### config.mk
export PLATFORM = sky130hd
export DESIGN_NAME = eep_ctrl
export DESIGN_NICKNAME = d
export VERILOG_FILES = /design/src/rtl/eep_ctrl.sv
export SDC_FILE = /design/constraint.sdc
export NUM_CORES = 1
export LEC_CHECK = 0
export BUFFER_PORTS_ARGS = -buffer_cell sky130_fd_sc_hd__buf_4
export CAP_MARGIN = 20
export CELL_PAD_IN_SITES_DETAIL_PLACEMENT = 1
export CELL_PAD_IN_SITES_GLOBAL_PLACEMENT = 2
export CORE_MARGIN = 2
export CORE_UTILIZATION = 36
export DETAILED_ROUTE_END_ITERATION = 16
export PLACE_DENSITY = 0.95
export SKIP_CTS_REPAIR_TIMING = 1
export SLEW_MARGIN = 20
export SYNTH_ARGS = -nofsm -noshare
export SYNTH_HDL_FRONTEND = slang
export SYNTH_SLANG_ARGS = --single-unit
### constraint.sdc
create_clock -name clk -period 4.2 [get_ports clk]
set_input_delay 0.21 -clock clk [delete_from_list [all_inputs] [get_ports clk]]
set_output_delay 0.21 -clock clk [all_outputs]
set_load 0.03 [all_outputs]
### src/rtl/eep_ctrl.sv
// EEPROM access controller: single-cycle reads, and writes followed by a
// fixed-length charge-pump phase. Every output comes straight from a flop.
module eep_ctrl #(
  parameter int CHRG_CYCLES = 1500000
) (
  input  logic        clk,
  input  logic        rst,
  input  logic        req_rd,
  input  logic        req_wrt,
  input  logic [1:0]  req_addr,
  input  logic [13:0] req_data,
  output logic        busy,
  output logic        done,
  output logic [13:0] rd_val,
  output logic [1:0]  eep_addr,
  output logic [13:0] wrt_data,
  input  logic [13:0] rd_data,
  output logic        eep_cs_n,
  output logic        eep_r_w_n,
  output logic        chrg_pmp_en
);

  typedef enum logic [1:0] {IDLE, RD, WR, CHRG} state_t;

  localparam logic [20:0] CNT_INIT = 21'(CHRG_CYCLES - 1);

  state_t      state, nxt_state;
  logic [20:0] cnt, nxt_cnt;
  logic        nxt_busy, nxt_done, nxt_cs_n, nxt_r_w_n, nxt_chrg;
  logic [13:0] nxt_rd_val, nxt_wrt_data;
  logic [1:0]  nxt_eep_addr;

  always_ff @(posedge clk or posedge rst) begin
    if (rst) begin
      state       <= IDLE;
      cnt         <= '0;
      busy        <= 1'b0;
      done        <= 1'b0;
      rd_val      <= '0;
      eep_addr    <= '0;
      wrt_data    <= '0;
      eep_cs_n    <= 1'b1;
      eep_r_w_n   <= 1'b1;
      chrg_pmp_en <= 1'b0;
    end else begin
      state       <= nxt_state;
      cnt         <= nxt_cnt;
      busy        <= nxt_busy;
      done        <= nxt_done;
      rd_val      <= nxt_rd_val;
      eep_addr    <= nxt_eep_addr;
      wrt_data    <= nxt_wrt_data;
      eep_cs_n    <= nxt_cs_n;
      eep_r_w_n   <= nxt_r_w_n;
      chrg_pmp_en <= nxt_chrg;
    end
  end

  // Outputs are registered, so this block computes their value for the next
  // state rather than decoding the current one.
  always_comb begin
    nxt_state    = state;
    nxt_cnt      = cnt;
    nxt_busy     = busy;
    nxt_done     = 1'b0;
    nxt_rd_val   = rd_val;
    nxt_eep_addr = eep_addr;
    nxt_wrt_data = wrt_data;
    nxt_cs_n     = 1'b1;
    nxt_r_w_n    = 1'b1;
    nxt_chrg     = chrg_pmp_en;
    case (state)
      IDLE: begin
        if (req_rd) begin
          nxt_state    = RD;
          nxt_busy     = 1'b1;
          nxt_cs_n     = 1'b0;
          nxt_eep_addr = req_addr;
        end else if (req_wrt) begin
          nxt_state    = WR;
          nxt_busy     = 1'b1;
          nxt_cs_n     = 1'b0;
          nxt_r_w_n    = 1'b0;
          nxt_chrg     = 1'b1;
          nxt_eep_addr = req_addr;
          nxt_wrt_data = req_data;
        end
      end
      RD: begin
        nxt_state  = IDLE;
        nxt_busy   = 1'b0;
        nxt_done   = 1'b1;
        nxt_rd_val = rd_data;
      end
      WR: begin
        nxt_state = CHRG;
        nxt_cnt   = CNT_INIT;
      end
      CHRG: begin
        // Pump stays on for CNT_INIT+1 cycles here, plus the WR cycle.
        if (cnt == '0) begin
          nxt_state = IDLE;
          nxt_busy  = 1'b0;
          nxt_done  = 1'b1;
          nxt_chrg  = 1'b0;
        end else begin
          nxt_cnt = cnt - 21'd1;
        end
      end
      default: nxt_state = IDLE;
    endcase
  end

endmodule

==> After elaboration in Yosys (flattened, before gate mapping) <==
Cells that the tools add are included.
{ "word_totals": {"ff_bits": 58, "in_bits": 34, "output_inout_bits": 35, "wordCells": 53} }
{ "op_classes": {"n_addsub": 1, "eq_ne": 8, "n_mux": 21, "n_bitwise": 1, "n_reduce_logical": 12} }
{ "ops": {"columns": ["operator", "count"], "rows": [
  ["$pmux W21 S2", 1],
  ["$logic_not A21 Y1", 1],
  ["$mux W21", 1],
  ["$sub A21 B1 Y21 const B", 1],
  ["$mux W1", 10],
  ["$mux W2", 5],
  ["$ne A2 B2 Y1 const B", 4],
  ["$pmux W2 S4", 1],
  ["$reduce_and A2 Y1", 3],
  ["$reduce_and A3 Y1", 2],
  ["$reduce_bool A2 Y1", 3],
  ["$eq A2 B2 Y1 const B", 2],
  ["$pmux W1 S2", 2],
  ["$reduce_and A4 Y1", 1],
  ["$ne A3 B3 Y1 const B", 1],
  ["$pmux W1 S3", 1],
  ["$reduce_bool A3 Y1", 1],
  ["$eq A2 B1 Y1 const B", 1],
  ["$logic_not A2 Y1", 1],
  ["$not A1 Y1", 1]
]} }

==> Longest topological paths before layout <==
Gate-level depths: netlist (run 1).
{ "logic_depth": {"ltp_word": 3, "mapped_depth": 8, "depth_no_buf": 7} }

==> Least setup slack after synthesis (run 1) <==
Ideal clock, no wire load.
{ "synth_path": {"path_type": "flip-flop to flip-flop", "startpoint": "register cnt[0]", "endpoint": "register cnt[14]", "setup_ns": 0.136, "arrival_ns": 1.836, "required_ns": 4.064, "path_slack_ns": 2.228, "path_stages_with_launch": 8, "path_buffers": 0, "period_less_slack_ns": 1.972, "path_cell_list": "dfrtp_1 -> inv_1 -> ha_1 -> nor3b_2 -> nand3_1 -> or4b_1 -> mux2i_1 -> a21oi_1"} }
{ "synth_via": {"elab_chain_cells": 3, "word_cells_on_any_way": 6, "classes_between": "add/sub (1); eq/ne (1); mux (2); reduce/logical (2)"} }
{ "synth_lines": {"columns": ["item", "line_no", "rtl"], "rows": [
  ["start, declared", "28", "logic [20:0] cnt, nxt_cnt;"],
  ["start signal, assigned", "47", "cnt <= nxt_cnt;"],
  ["$sub A21 B1 Y21 / $logic_not A21 Y1 (equally long branches)", "107, 101", null],
  ["$mux W21 / $ne A2 B2 Y1 (equally long branches)", null, null],
  ["$pmux W21 S2 / $reduce_and A2 Y1 (equally long branches)", null, null]
]} }
Parallel ways exist; a longest one is shown, timed or not. The select of a mux whose other input is x is not followed.
A chain may end at the register's enable or synchronous reset.

==> Final worst setup path (run 1) <==
{ "layout_path": {"startpoint": "register cnt[0]", "endpoint": "register state[0]"} }
{ "layout_via": {"elab_chain_cells": 3} }
{ "layout_lines": {"columns": ["item", "line_no", "rtl"], "rows": [
  ["$logic_not A21 Y1", "101", "if (cnt == '0) begin"],
  ["$ne A2 B2 Y1 (no source line)", null, null],
  ["$reduce_and A2 Y1 (no source line)", null, null],
  ["end signal, assigned", "46", "state <= nxt_state;"],
  ["end, declared", "27", "state_t state, nxt_state;"]
]} }
Every way passes these cells.

==> results.yml, run 1 <==
status:
  outcome: "finished clean"
timing:
  max_freq_ghz: 0.416
  tightestPinTransition_ns: 0.739
  period_minus_slack_ns: 2.40
  setup_ws_ns: 1.80
  finalClockSkew_ns: 0.00668
  slew_headroom_pct: 50.3
  setup-tns-final_ns: 0
  setup_viol: 0
  finalHoldViolCount: 0
  slew_violations: 0
  rsz0062_at_grt: "no"
  layout_worst_path_cycle_share_pct: 57.2
finish:
  num_antenna_cells: 0
  register_area_um2: 1450
  drive_above_1_share_pct: 41.3
  multi_input_area_um2: 1150
  nets: 346
  syn2layout_area_growth_pct: 29.6
  postLayoutCellArea_um2: 3520
  fillers: 833
routing:
  ant_nets: 0
  num_vias: 2205
  routedWlPerCell_um: 17.4
  drtIter0Drc: 112
  post-route-drc-count: 0
  avgViaCountPerCell: 5.33
  first_pass_iters: 4
  drt-total-wl_mm: 7.20
worst_setup_path:
  crit_path_end: "state[0]"
  arrival_ns: 2.59
  crit_start: "cnt[0]"
  timing.rr.start: "cnt[0]"
  crit_type: "register to register"
  r2r_slack_ns: 1.80
  end_kind: "register"
  timing.rr.end: "state[0]"
  path_max_fanout: 9
  crit_path_start_kind: "register"
  r2r_cells: 7
  crit_required_ns: 4.38
job:
  cap_viol_max_count: 0
clock_tree:
  cts-root-buf: "clkbuf_8"
  cts_made_buffers: 9
  clock_path_buffers: 2
  clk_latency_ns: 0.34
  cts_sinks: 58
  cts_tree: "yes"
  clk_pin_slew_ns: 0.07
  htreeDepth: 3
die:
  start_util_pct: 37.2
  die_area_um2: 8250
  io_pins: 69
  core_um2: 7290
  die-width_um: 90.8
  rows: 31
  die_h_um: 90.8
power_and_ir_drop:
  p_sw_uw: 1180
  internal_power_uw: 1590
  finalPower_uw: 2770
  power_leakage_uw: 0.00153
  comb_power_share_pct: 44.0
  p_seq_share_pct: 36.7
  p_per_area_nw_per_um2: 788
  p_sw_share_pct: 42.6
  p_clk_share_pct: 19.3
  vdd_ir_drop_max_uv: 413
global_route:
  gr-total-overflow: 0
  antenna_found_initial: 0
  grt_pass1_vias: 2437
  grt_use_met2_pct: 30.3
  grt_pass1_wl_mm: 12.3
  grtUsageTotal_pct: 18.7
  use_met1_pct: 24.2
  grt.busiest_layer: "met2"
  use_met3_pct: 5.59
  grt_max_degree: 59
place:
  dpl.hpwl_mm: 4.98
  portBuffers: 68
  place_ws_ns: 1.59
  place.gp.congestion: 0.751
  post_dp_cell_area_um2: 3310
logic_synthesis:
  syn-num-nets: 274
  yosys-top-cells-area: "dfrtp_1 52%, mux2_2 12%, nor2_1 3.0%"
  yosysWarnings: 0
  ys_dominant_reg_cell: "dfrtp_1"
  synth_top_area_share_pct: 51.6
  syn-cell-area_um2: 2710
  synth_edf_count: 0
  async_reset_ff_share_pct: 100
  synth_area_leader_cell: "dfrtp_1"
  syn_inst: 238
  synth_area_per_cell_um2: 11.4
  yosysSeqAreaShare_pct: 53.6
  ys_types: 47
  synth_seq_cells: 58
worst_hold_path:
  hold_class: "input port to asynchronous set/reset pin"
[metal layers]
layer / wire [um] / up-vias / part of all wire, %
met3: 417 / 12 / 5.8
li1: - / 1017 / -
met1: 3170 / 1105 / 44
met2: 3510 / 71 / 49
met5: 0 / - / 0
met4: 102 / 0 / 1.4
[state kept, by name, indices dropped and copies added (netlist names), 2 cells and up]
signal	flops
cnt	21
eep_addr	2
rd_val	14
wrt_data	14
state	2
[critical path: stages (launching register included)]
cell and delay, ns:
dfrtp_1 0.44, inv_1 0.10, ha_1 0.15, nor4b_2 0.42, nand4_2 0.30, or2_1 0.42, o21ai_2 0.27, o21ai_0 0.14
[layout by cell type (no fill, tap or decap), drive strengths merged, types with 3 or more instances in the layout]
cell     n
mux2i    8
nand4    5
dfrtp   56
a31oi    4
nor2    22
nand2   14
nor3     5
a41oi    3
and2     4
o21ai    5
a311oi   4
clkbuf  11
nor4     8
inv     14
nor4b    3
buf     71
nand2b   3
mux2    30
nand3    6
a21oi    9
[worst min path at each step]
stage,startpoint,to,slack (ns),depth (start not counted)
after floorplan,req_rd,state[0],0.34,2
after global placement,req_data[1],wrt_data[1],0.44,2
after detailed placement,req_data[12],wrt_data[12],0.45,2
after CTS,req_data[12],wrt_data[12],0.09,2
after global routing,req_data[12],wrt_data[12],0.09,2
final,rst,rd_val[10],0.09,3
[power by group through the flow]
stage               sequential [uW]  combinational [uW]  clock [uW]
floorplan                      1270                 528           0
global placement                995                1180           0
detailed placement             1020                1220           0
CTS                            1020                1230         542
global route                   1060                1310         571
finish                         1020                1220         534
[cell type report]
class | count | area share (%)
clock buffer | 11 | 4.02
clock inverter | 5 | 1.78
inverter | 13 | 1.39
multi-input combinational | 157 | 32.8
sequential | 58 | 41.4
tap | 99 | 3.52
timing repair buffer | 71 | 15.2
[cell usage after synthesis, types with 5 or more instances]
cell type  count
nand2_1       14
nor3_1         5
mux2_2        30
inv_1         13
nand3_1        6
nor4_1         6
nor2_1        22
mux2i_1        8
a21oi_1        9
dfrtp_1       56
[per-stage QoR]
stage	hold WS, ns	util (%)	cells
after floorplan	0.340	-	238
after global placement	0.443	45.4	398
after global routing	0.0894	48.2	414
after CTS	0.0914	48.2	414
after detailed placement	0.447	45.4	398
final	0.0930	48.2	414
[cells by family (layout without fill, tap and decap cells)]
| family | after synthesis | count (layout) | synth area share (%) |
|---|---|---|---|
| AND/OR/NAND/NOR | 82 | 82 | 17.2 |
| flip-flops | 58 | 58 | 53.6 |
| multiplexers | 38 | 38 | 15.4 |
| AO/OA/AOI/OAI | 35 | 35 | 8.90 |
| buffers and inverters | 23 | 100 | 4.06 |
| adder cells (fa/ha/maj) | 2 | 2 | 0.922 |
Power figures use the tool's default switching activity.
==> inputs of run 2 (changes only) <==
CORE_UTILIZATION = 30   (was 36)
PLACE_DENSITY = 0.87   (was 0.95)
clock period = 2 ns   (was 4.2 ns; I/O delays follow)
==> run 2 against run 1 <==
Effect of this change: the flow now finishes with violations (negative hold slack); largest cell class unchanged; first-iteration DRC count is 0.89% higher; register-to-register slack got worse by 1.7 ns; sequential share of layout area is 5.7 points lower; clock power up 140%; highest routed layer unchanged; total power up 120%; critical endpoint is now cnt[19].
==> results.yml, run 2 (synthesis gave the netlist of run 1 again) <==
die:
  die-width_um: 99.1
  io_pins: 69
  rows: 34
  die_area_um2: 9820
  core_um2: 8760
  die_h_um: 99.1
  start_util_pct: 31.0
global_route:
  grt_pass1_wl_mm: 12.2
  grt_max_degree: 59
  grtUsageTotal_pct: 15.7
  gr-total-overflow: 0
  antenna_found_initial: 0
  grt_pass1_vias: 2464
worst_setup_path:
  critPathTopFamily: "simple AND/OR/NAND/NOR gates"
  crit_required_ns: 2.22
  max_stage_delay_ns: 0.55
  crit_type: "register to register"
  crit_path_start_kind: "register"
  path_depth: 5
  crit_buf_inv: 0
  arrival_ns: 2.16
  r2r_cells: 5
  path_max_fanout: 4
  critPathSlowestCell: "or4_4"
  path_cells: "or4_4, or3_1, nor4_2, mux2i_1, o22ai_1"
  end_kind: "register"
finish:
  num_antenna_cells: 0
  drive_above_1_share_pct: 45.2
  largest_register_ffs: 21
  reg_top3: "cnt x21, rd_val x14, wrt_data x14"
  final_cell_mix: "91 x buf_4, 56 x dfrtp_1, 30 x mux2_2, 28 x dlygate4sd3_1, 20 x nor2_1"
  final_core_util_pct: 46.6
  top_register: "cnt"
  layout_commonest_cell: "buf_4"
  stdcell_count: 473
  nets: 396
  syn2layout_area_growth_pct: 50.4
place:
  place.gp.congestion: 0.788
  dpl.hpwl_mm: 5.36
  dpl.cell_count: 428
  portBuffers: 68
routing:
  ant_nets: 0
  routedWlPerCell_um: 17.1
  avgViaCountPerCell: 5.02
  post-route-drc-count: 0
  first_pass_iters: 4
  drtIter0Drc: 113
  drt-total-wl_mm: 8.08
  num_vias: 2373
power_and_ir_drop:
  power_leakage_uw: 0.00181
  p_per_area_nw_per_um2: 1520
  vdd_ir_drop_max_uv: 823
clock_tree:
  cts_tree: "yes"
  clk_latency_ns: 0.35
  cts_sinks: 58
  clock_path_buffers: 2
  cts_made_buffers: 9
  htreeDepth: 3
  clk_pin_slew_ns: 0.07
  cts-root-buf: "clkbuf_8"
timing:
  max_freq_ghz: 0.514
  finalHoldViolCount: 1
  holdWs_ns: -0.00239
  finalClockSkew_ns: 0.0131
  slew_headroom_pct: 71.1
  slew_violations: 0
  setup_viol: 0
  rsz0062_at_grt: "yes"
  tightestPinTransition_ns: 0.427
  period_minus_slack_ns: 1.95
  layout_worst_path_cycle_share_pct: 97.3
worst_hold_path:
  hold_class: "input port to register"
  hold_depth: 2
job:
  cap_viol_max_count: 0
status:
  violations: "negative hold slack"
  outcome: "finished with violations"
[run 2: cell types whose count changed in the layout (fill, tap and decap cells not counted), moves of 2 or more]
cell / before / now
nor4_1: 6 / 3
buf_4: 71 / 91
clkinvlp_4: 2 / 0
dlygate4sd3_1: 0 / 28
nor4_2: 2 / 5
[run 2: through the flow]
step	TNS, ns	cell area, um^2	worst slack [ns]	hold slack (ns)	total power [uW]
3_3_place_gp	0	3490	0.0512	0.194	4740
5_1_grt	-0.195	4080	-0.0386	-0.00565	6590
4_1_cts	-0.629	3720	-0.101	-0.176	6160
3_5_place_dp	-0.460	3490	-0.0834	0.204	4860
6_report	0	4080	0.0530	-0.00239	6220
2_1_floorplan	0	2710	0.0278	0.230	3770
[run 2: routing by layer]
layer | up-vias | wire length [um] | global-route usage, %
met5 | - | 0 | 0
met4 | 0 | 72 | 5.27
met3 | 7 | 376 | 5.20
met2 | 57 | 4270 | 26.0
met1 | 1197 | 3360 | 19.2
li1 | 1112 | - | -
[run 2: layout make-up]
class	count	area (um^2)
Clock buffer	12	155
Clock inverter	4	73.8
Fill cell	952	4680
Inverter	13	48.8
Multi-Input combinational cell	157	1220
Sequential cell	58	1450
Tap cell	108	135
Timing Repair Buffer	121	995
[run 2: worst paths after layout]
kind / endpoint / start / slack (ns)
worst max-delay path: cnt[19] / cnt[1] / 0.05
worst min-delay path: rd_val[0] / rd_data[0] / -0.002
worst max register to register: cnt[19] / cnt[1] / 0.05
worst min register to register: rd_val[1] / rd_val[1] / 0.51
max in group asynchronous: eep_cs_n / rst / 1.32
min in group asynchronous: eep_addr[1] / rst / 0.38
[run 2: report_power, final]
group	internal, uW	switching [uW]	leakage [uW]
clock network	771	510	0.000117
registers	1670	444	0.000674
logic	1210	1610	0.00102
total	3660	2560	0.00181
==> inputs of run 3 (changes only) <==
PLACE_DENSITY = unset   (was 0.87)
PLACE_DENSITY_LB_ADDON = 0.1   (was unset)
clock period = 1.78 ns   (was 2 ns; I/O delays follow)
==> run 3 against run 2 <==
Effect of this change: the flow finishes with violations (negative setup slack); combinational power up 27%; highest routed layer unchanged; clock-buffer cell count unchanged; wire length down 1.6%; sequential power up 8%; via count up 3.1%.
==> results.yml, run 3 (synthesis gave the netlist of run 1 again) <==
worst_setup_path:
  r2r_slack_ns: -0.11
  path_cells: "or4_4, or3_4, nor4_4, mux2i_1, o22ai_1"
  crit_type: "register to register"
  path_depth: 5
  crit_path_start_kind: "register"
  arrival_ns: 2.11
  critPathTopFamily: "simple AND/OR/NAND/NOR gates"
  crit_required_ns: 2.00
  timing.rr.end: "cnt[19]"
  end_kind: "register"
  crit_path_end: "cnt[19]"
  r2r_cells: 5
  max_stage_delay_ns: 0.55
  timing.rr.start: "cnt[1]"
  path_max_fanout: 3
  critPathSlowestCell: "or4_4"
  crit_buf_inv: 0
  crit_start: "cnt[1]"
job:
  cap_viol_max_count: 0
timing:
  period_minus_slack_ns: 1.89
  tightestPinTransition_ns: 0.581
  setup-tns-final_ns: -0.879
  finalHoldViolCount: 0
  finalClockSkew_ns: 0.0161
  layout_worst_path_cycle_share_pct: 106
  slew_headroom_pct: 61.2
  setup_viol: 17
  slew_violations: 0
  rsz0062_at_grt: "yes"
  holdWs_ns: 0.0317
  max_freq_ghz: 0.529
  setup_ws_ns: -0.109
finish:
  num_antenna_cells: 0
  syn2layout_area_growth_pct: 62.5
  top_register: "cnt"
  reg_top3: "cnt x21, rd_val x14, wrt_data x14"
  final_cell_mix: "116 x buf_4, 55 x dfrtp_1, 31 x dlygate4sd3_1, 30 x mux2_2, 19 x nor2_1"
  drive_above_1_share_pct: 51.0
  layout_commonest_cell: "buf_4"
  fillers: 963
  nets: 425
  stdcell_count: 502
  largest_register_ffs: 21
routing:
  drtIter0Drc: 59
  met3_length_um: 431
  ant_nets: 0
  dr_wl_met2_mm: 3.92
  drt-total-wl_mm: 7.95
  post-route-drc-count: 0
  first_pass_iters: 4
  routedWlPerCell_um: 15.8
  wl_met1_mm: 3.50
  num_vias: 2447
  top_layer: "met4"
  avgViaCountPerCell: 4.87
power_and_ir_drop:
  p_per_area_nw_per_um2: 1660
  power_leakage_uw: 0.00196
  vdd_ir_drop_max_uv: 754
clock_tree:
  htreeDepth: 3
  cts_made_buffers: 9
  clk_latency_ns: 0.34
  cts_tree: "yes"
  clock_path_buffers: 2
  clk_pin_slew_ns: 0.08
  cts_sinks: 58
  cts-root-buf: "clkbuf_8"
die:
  die-width_um: 99.1
  rows: 34
  die_h_um: 99.1
  io_pins: 69
  start_util_pct: 31.0
  core_um2: 8760
  die_area_um2: 9820
global_route:
  grtUsageTotal_pct: 15.7
  antenna_found_initial: 0
  grt_max_degree: 41
  grt_pass1_vias: 2426
  grt_pass1_wl_mm: 12.2
  gr-total-overflow: 0
place:
  place.gp.congestion: 0.759
  place_ws_ns: -0.183
  portBuffers: 68
  dpl.hpwl_mm: 5.39
  dpl.cell_count: 451
status:
  violations: "negative setup slack"
  outcome: "finished with violations"
worst_hold_path:
  hold_class: "input port to register"
  hp-start: "req_rd"
[run 3: area by class of cell]
cell class | count | area, um^2 | share of cell area, %
Sequential cell | 58 | 1460 | 33.0
Multi-Input combinational cell | 157 | 1320 | 29.9
Timing Repair Buffer | 150 | 1220 | 27.7
Clock buffer | 12 | 155 | 3.52
Tap cell | 108 | 135 | 3.06
Clock inverter | 4 | 73.8 | 1.67
Inverter | 13 | 48.8 | 1.11
[run 3: report_power, final]
part / switching (uW) / leakage (uW) / internal (uW) / total (uW)
clock network: 554 / 0.000117 / 866 / 1420
registers: 415 / 0.000674 / 1880 / 2300
logic: 1970 / 0.00117 / 1610 / 3580
total: 2940 / 0.00196 / 4360 / 7300
[run 3: through the flow]
stage	cell area (um^2)	power, uW	util [%]
2_1_floorplan	2760	4280	-
3_3_place_gp	3700	5650	42.2
3_5_place_dp	3700	5710	42.2
4_1_cts	3930	7180	44.8
5_1_grt	4410	7770	50.3
6_report	4410	7300	50.3
[run 3: how the worst min path moves through the flow]
stage	slack, ns	cells past startpoint	endpoint
after floorplan	0.22	2	state[0]
after global placement	0.12	2	rd_val[13]
after detailed placement	0.13	2	rd_val[13]
after CTS	-0.25	2	rd_val[7]
after global routing	0.02	3	state[0]
final	0.03	3	state[0]
[run 3: tightest hold or removal path, delay by kind of cell]
kind                   cells  cell delay (ns)
buffers and inverters      2             0.18
AOI/OAI and AO/OA          1             0.05
[run 3: layer usage]
metal  vias to the layer above  global-route usage [%]
li1                       1162                       -
met1                      1220                    20.3
met2                        56                    24.5
met3                         9                    6.18
met4                         0                    4.43
met5                         -                       0
